### config.mk
export PLATFORM = sky130hd
export DESIGN_NAME = shift_sub_div
export DESIGN_NICKNAME = d
export VERILOG_FILES = /design/src/rtl/shift_sub_div.sv
export SDC_FILE = /design/constraint.sdc
export NUM_CORES = 1
export LEC_CHECK = 0
export ABC_AREA = 1
export CAP_MARGIN = 20
export CORE_UTILIZATION = 52
export CTS_CLUSTER_SIZE = 30
export DETAILED_ROUTE_END_ITERATION = 8
export MAX_ROUTING_LAYER = met4
export PLACE_DENSITY = 0.9
export SYNTH_ARGS = -nofsm -noshare
export SYNTH_HDL_FRONTEND = slang
export SYNTH_SLANG_ARGS = --single-unit
### constraint.sdc
create_clock -name clk -period 2 [get_ports clk]
set_clock_uncertainty 0.2 [all_clocks]
set_input_delay 0.2 -clock clk [delete_from_list [all_inputs] [get_ports clk]]
set_output_delay 0.2 -clock clk [all_outputs]
set_load 0.01 [all_outputs]
### src/rtl/shift_sub_div.sv
// shift_sub_div: sequential restoring (shift-and-subtract) unsigned divider.
// One quotient bit is produced per clock. A division is started by
// opcode 2'b10 while idle. A zero divisor short-circuits straight to
// completion with an all-ones quotient and the dividend as the remainder.
//
// Ports
//   clk          rising-edge clock
//   resetn       asynchronous active-low reset
//   dividend     BW-bit unsigned dividend, sampled on an accepted start
//   divisor      BW-bit unsigned divisor, sampled on an accepted start
//   opcode       2'b10 starts a divide; every other code is ignored
//   quotient     registered quotient, held until the next completion
//   remainder    registered remainder, held until the next completion
//   valid        one-cycle pulse when quotient/remainder/div_by_zero update
//   busy         high while iterating
//   div_by_zero  set with valid when the captured divisor was zero
module shift_sub_div #(
    parameter int BW = 4
) (
    input  logic          clk,
    input  logic          resetn,
    input  logic [BW-1:0] dividend,
    input  logic [BW-1:0] divisor,
    input  logic [1:0]    opcode,
    output logic [BW-1:0] quotient,
    output logic [BW-1:0] remainder,
    output logic          valid,
    output logic          busy,
    output logic          div_by_zero
);

    localparam int            CW       = $clog2(BW);
    localparam logic [CW-1:0] LAST_CNT = CW'(BW - 1);

    typedef enum logic [1:0] {
        IDLE = 2'd0,
        ITER = 2'd1,
        DONE = 2'd2
    } state_t;

    state_t        state;
    logic [BW-1:0] d_reg;
    logic [BW-1:0] q_reg;
    logic [BW-1:0] a_reg;
    logic [CW-1:0] count;

    logic          start;
    logic [BW:0]   trial;
    logic [BW:0]   diff;
    logic          no_borrow;
    logic [BW-1:0] a_next;
    logic [BW-1:0] q_next;

    // One restoring step: shift the next dividend bit into the partial
    // remainder, try subtracting the divisor, keep the result only when the
    // extra top bit shows no borrow.
    always_comb begin
        start     = (opcode == 2'b10);
        trial     = {a_reg, q_reg[BW-1]};
        diff      = trial - {1'b0, d_reg};
        no_borrow = ~diff[BW];
        a_next    = no_borrow ? diff[BW-1:0] : trial[BW-1:0];
        q_next    = {q_reg[BW-2:0], no_borrow};
    end

    // valid and busy are registered alongside the state so they track
    // DONE and ITER exactly.
    always_ff @(posedge clk or negedge resetn) begin
        if (!resetn) begin
            state       <= IDLE;
            d_reg       <= '0;
            q_reg       <= '0;
            a_reg       <= '0;
            count       <= '0;
            quotient    <= '0;
            remainder   <= '0;
            valid       <= 1'b0;
            busy        <= 1'b0;
            div_by_zero <= 1'b0;
        end else begin
            case (state)
                IDLE: begin
                    valid <= 1'b0;
                    if (start) begin
                        if (divisor != '0) begin
                            d_reg <= divisor;
                            q_reg <= dividend;
                            a_reg <= '0;
                            count <= LAST_CNT;
                            busy  <= 1'b1;
                            state <= ITER;
                        end else begin
                            quotient    <= '1;
                            remainder   <= dividend;
                            div_by_zero <= 1'b1;
                            valid       <= 1'b1;
                            state       <= DONE;
                        end
                    end
                end
                ITER: begin
                    a_reg <= a_next;
                    q_reg <= q_next;
                    count <= count - CW'(1);
                    if (count == '0) begin
                        quotient    <= q_next;
                        remainder   <= a_next;
                        div_by_zero <= 1'b0;
                        busy        <= 1'b0;
                        valid       <= 1'b1;
                        state       <= DONE;
                    end
                end
                DONE: begin
                    valid <= 1'b0;
                    state <= IDLE;
                end
                default: begin
                    valid <= 1'b0;
                    busy  <= 1'b0;
                    state <= IDLE;
                end
            endcase
        end
    end

endmodule

==> results of run 1 <==
-- stage by stage --
stage           util  worst slack (ns)  hold slack (ns)  TNS, ns  area [µm²]
2_1_floorplan      -             0.148           -0.296        0        1440
4_1_cts        0.692            0.0493            0.205        0        1760
3_3_place_gp   0.670            0.0161            0.253        0        1700
5_1_grt        0.732           -0.0608            0.211   -0.238        1860
3_5_place_dp   0.670          -0.00651            0.274  -0.0117        1700
6_report       0.732            0.0274            0.220        0        1860
-- kinds of logic (layout without fill, tap and decap cells) --
kind of cell             Yosys count  after routing  share of synthesized area
AND/OR/NAND/NOR                   83             83                      0.282
AO/OA/AOI/OAI                     22             22                     0.0921
XOR/XNOR                           1              1                    0.00608
adder cells (fa/ha/maj)            6              6                     0.0573
flip-flops                        27             27                      0.469
buffers and inverters             33             63                     0.0938
-- worst paths after layout --
kind                                      start                  endpoint  slack (ns)  cells past startpoint
setup / recovery           q_reg[3]$_DFFE_PN0P_  remainder[1]$_DFFE_PN0P_        0.03                     11
hold / removal                      dividend[3]      q_reg[3]$_DFFE_PN0P_        0.22                      3
setup reg to reg           q_reg[3]$_DFFE_PN0P_  remainder[1]$_DFFE_PN0P_        0.03                     11
hold reg to reg                busy$_DFFE_PN0P_          busy$_DFFE_PN0P_        0.30                      2
max in group asynchronous                resetn  remainder[1]$_DFFE_PN0P_        0.77                      3
min in group asynchronous                resetn      state[0]$_DFFE_PN0P_        0.57                      3
-- routing by layer --
layer	part of all wire	GRT usage	vias up
li1	-	-	611
met1	0.43	0.297	601
met2	0.50	0.428	36
met3	0.039	0.0639	11
met4	0.031	0.137	0
met5	0	-	-
-- critical path, cell delays in order, from the launching register on --
cell	delay, ns
dfrtp_1	0.41
inv_2	0.06
ha_4	0.16
fa_2	0.38
inv_2	0.07
nand3_1	0.12
nand3_2	0.13
nand2_4	0.08
nand3_2	0.09
nand3_2	0.08
nand2_1	0.07
inv_1	0.04
-- report_power, final --
part           total (mW)  internal, mW  switching, mW
registers           0.981         0.806          0.175
logic                1.96         0.802           1.16
clock network       0.267        0.0822          0.185
-- placed cells by master, fill, tap and decap left out, types with 2 or more instances in the layout --
master	netlist	layout
clkdlybuf4s50_1	0	22
nand3_2	1	15
nor2_1	18	18
dfrtp_1	27	27
ha_1	5	4
o21ai_0	6	6
inv_1	27	25
inv_2	3	5
nand3_1	22	8
clkbuf_4	0	3
a31oi_1	6	6
or2_1	3	3
nand2_1	32	29
nand2_4	3	5
o211ai_1	2	2
buf_4	0	5
a21oi_1	5	5
-- cell type report --
| class | count | area [µm²] |
|---|---|---|
| clock inverter | 1 | 8.76 |
| sequential | 27 | 676 |
| tap | 30 | 37.5 |
| inverter | 31 | 119 |
| timing repair buffer | 28 | 268 |
| multi-input combinational | 112 | 732 |
| clock buffer | 3 | 22.5 |
| fill | 185 | 682 |
-- timing repair --
action                                  4_1_cts  5_1_grt
resized for setup                             3       21
endpoints found under the hold margin        17        0
setup buffers                                 1        1
pin swaps                                     0        4
endpoints found under the setup margin        6        6
hold buffers                                  1        0
cloned                                        0        0
==> metrics, run 1 <==
proportion of synthesized chip area in sequential cells 0.469; Critical Path End Type flip-flop; I/O Buffers 22; crit path max fanout 5; initial antenna violation count 0; fraction of registers with async set/reset 1.00; CTS H-tree lvls 1; # IOs 23; via count between 1,000 and 1,500; gpl congestion about 0.89; status finished clean; RSZ-0062 raised after global routing yes; share of cells above drive strength 1 0.213; first-pass GRT wire length around 5200 µm; Final Max Slew Viols 0; share of the synthesized area in the top cell type 0.469; WP data required 2.07 ns; DRC viols 0; Cell Pwr Density 1720 nW/µm²; fmax between 500 and 600 MHz; top post-synthesis cells by count nand2_1, dfrtp_1, inv_1; synth top area cells dfrtp_1, nand2_1, nand3_1, inv_1, nor2_1; Layout Area Growth over Synthesis 29.4%; area leader, netlist dfrtp_1; LEAKAGE 0.912 nW; CP Launch Type flip-flop; Worst-Margin Slew 0.339 ns; dpl hpwl about 2300 µm; die area 2980 µm²; starting density of the core 0.566; Setup Viol. Count Final 0; root buf cell clkbuf_4; Die H 54.6 µm; GRT Residual Overflow 0; Synth warnings 0; Detailed Route WL between 3000 and 4000 µm; max_cap viols 0; CTS tree built; wire length per cell roughly 15 µm; die width about 55 µm; crit path time final around 2.0 ns; Max-slew headroom 0.774; Final Hold Vio Count 0; Gate Count Post-Synth approximately 170; most common cell in the netlist nand2_1; number of distinct library cells after synthesis 26; Final #Nets roughly 220; kind of critical path reg2reg; prevailing post-synth register cell dfrtp_1; largest net degree at the start of global routing 28; Tightest Hold Check Type in2reg; CTS Sinks 27; Synth Register Bits 27; vias per cell 5.43; vias in the first global route roughly 1,200; total power about 3.2 mW; critical path arrival just over 2 ns; 1st-pass router iterations 4; diodes inserted 0; Max VDD drop 1.35 mV; Post-synth EDFFs 0; total track usage 0.263; synthesized cell area around 1400 µm²; non-filler cells, final between 200 and 250; Final ANT Viol Nets 0; Synth Net Count 190; core box area 2540 µm²; Final Cycle Share 0.986; first-iteration detailed-routing DRC count 34; clock latency on the worst-skew pair 0.35 ns; total CTS buffers 3; Site Rows 18; syn avg cell area approximately 8.4 µm²; CTS Buffer Depth 2; placed cells between 200 and 250; Clock transition at path regs 0.16 ns
No activity file was read; power rests on OpenSTA's default activity.
==> inputs of run 2 (changes only) <==
CORE_UTILIZATION = 42   (was 52)
PLACE_DENSITY = 0.77   (was 0.9)
==> run 2 against run 1 <==
Against the previous run:
- first-iteration DRC count rose by 110%
- die area rose by 23%
- sequential share of layout area rose by 0.87 points
- flip-flop and latch count did not move
- maximum frequency rose by 0.25%
- worst setup slack improved by 0.0049 ns
- critical path depth did not move
- non-clock buffer count fell by 1
- global-route usage fell by 7.9 points
- hold slack got worse by 0.19 ns
- total power fell by 6.4%
==> metrics, run 2 (synthesis results as in run 1) <==
r2r setup slk 0.03 ns; CTS H-tree lvls 1; CP peak stage delay between 0.4 and 0.5 ns; CTS Buffer Depth 2; Max-slew headroom 0.768; I/O Buffers 22; root buf cell clkbuf_4; vias per cell between 4 and 5; Critical Path End Type flip-flop; Final Cycle Share 0.984; WP data required 2.08 ns; total track usage 0.184; first-iteration detailed-routing DRC count 71; RSZ-0062 raised after global routing yes; wire length per cell between 10 and 15 µm; Placed Area between 1500 and 2000 µm²; diodes inserted 0; total CTS buffers 3; dpl hpwl approximately 2100 µm; Final ANT Viol Nets 0; critical path arrival ~2 ns; Max VDD drop around 0.85 mV; Final Hold Vio Count 0; share of cells above drive strength 1 0.169; largest net degree at the start of global routing 28; Fin Setup TNS 0 ns; kind of critical path reg2reg; fmax between 500 and 600 MHz; RR Startpoint d_reg[0]$_DFFE_PN0P_; DRC viols 0; Tightest Hold Check Type in2async; Layout Area Growth over Synthesis 26.3%; non-filler cells, final about 250; starting density of the core 0.457; most common cell after layout, fill and taps aside nand2_1; slowest CP cell dfrtp_1; CTS tree built; Final Max Slew Viols 0; status finished clean; commonest cells after routing, fill and taps aside nand2_1, inv_1, dfrtp_1, clkdlybuf4s50_1, nor2_1; Worst-Margin Slew 0.348 ns; # hold bufs at CTS 0; Site Rows 20; Worst path top cell family by delay simple AND/OR/NAND/NOR gates; die width between 60 and 70 µm; RR Endpoint remainder[0]$_DFFE_PN0P_; final instance area between 1500 and 2000 µm²; crit path max fanout 5; crit-path most repeated cell nand3_1; Setup Viol. Count Final 0; crit path time final 1.97 ns; max_cap viols 0; GRT Residual Overflow 0; Die H approximately 61 µm; Final #Nets 220; Worst Reg-to-Reg Cells 11; CTS Sinks 27; LEAKAGE 0.898 nW; Critical path buffers and inverters 2; gpl congestion around 0.84; Clock transition at path regs roughly 0.14 ns; vias in the first global route 1,134; core box area around 3200 µm²; placed cells 240; via count approximately 1,200; total power between 3 and 4 mW; Cell Chain, Critical Path ha_2 > fa_2 > inv_1 > nand2_1 > nand2_2 > nand3_1 > nand2_2 > nand3_1 > nand3_1 > nand2_1 > inv_1; CP Launch Type flip-flop; # IOs 23; first-pass GRT wire length approximately 4900 µm; die area 3670 µm²; 1st-pass router iterations 4; initial antenna violation count 0; Cell Pwr Density 1650 nW/µm²; Detailed Route WL ~3000 µm; clock latency on the worst-skew pair about 0.33 ns
[run 2: cell count changes in the layout (fill, tap and decap cells not counted), moves of 2 or more]
cell and change:
inv_2 -2, nand3_2 -8, nand2_2 +2, inv_1 +2
nand3_1 +8
[run 2: how the worst max path moves through the flow]
stage	startpoint	to	slack, ns	depth (start not counted)
floorplan	d_reg[0]$_DFFE_PN0P_	remainder[3]$_DFFE_PN0P_	0.15	10
global placement	d_reg[0]$_DFFE_PN0P_	remainder[2]$_DFFE_PN0P_	0.02	11
detailed placement	d_reg[0]$_DFFE_PN0P_	remainder[2]$_DFFE_PN0P_	-0.03	11
CTS	d_reg[0]$_DFFE_PN0P_	remainder[0]$_DFFE_PN0P_	0.04	11
global route	d_reg[0]$_DFFE_PN0P_	q_reg[0]$_DFFE_PN0P_	-0.04	9
finish	d_reg[0]$_DFFE_PN0P_	remainder[0]$_DFFE_PN0P_	0.03	11
[run 2: cell type report]
cell class,count,area [µm²]
clock buffer,4,26.3
fill,300,1330
inverter,31,119
multi-input combinational,112,686
sequential,27,676
tap,44,55.1
timing repair buffer,27,258
[run 2: what timing repair did]
action                                  4_1_cts  5_1_grt
setup buffers                                 0        1
endpoints found under the setup margin        5        7
resized for setup                             3       11
pin swaps                                     0        3
gates cloned                                  0        0
[run 2: worst reg2reg max path, cell delays in order, from the launching register on]
cell	delay [ns]
dfrtp_1	0.41
ha_2	0.20
fa_2	0.35
inv_1	0.09
nand2_1	0.08
nand2_2	0.10
nand3_1	0.09
nand2_2	0.12
nand3_1	0.10
nand3_1	0.09
nand2_1	0.06
inv_1	0.04
[run 2: power by group]
group	switching, mW	internal, mW
combinational	1.06	0.756
sequential	0.150	0.806
clock	0.158	0.0782
[run 2: layer usage]
metal,global-route usage,wire [µm]
met5,-,0
met4,0.0682,42
met3,0.0256,79
met2,0.295,1410
met1,0.237,1420
[run 2: through the flow]
| step | setup slack [ns] | hold slack (ns) | util |
|---|---|---|---|
| 2_1_floorplan | 0.148 | -0.296 | - |
| 5_1_grt | -0.0409 | 0.0521 | 0.577 |
| 4_1_cts | 0.0444 | 0.0414 | 0.559 |
| 3_3_place_gp | 0.0228 | 0.263 | 0.548 |
| 3_5_place_dp | -0.0331 | 0.273 | 0.548 |
| 6_report | 0.0322 | 0.0277 | 0.577 |
==> inputs of run 3 (changes only) <==
GPL_ROUTABILITY_DRIVEN = 0   (was default)
==> results of run 3 <==
Final layout, timing and power as in run 2 (identical DEF).
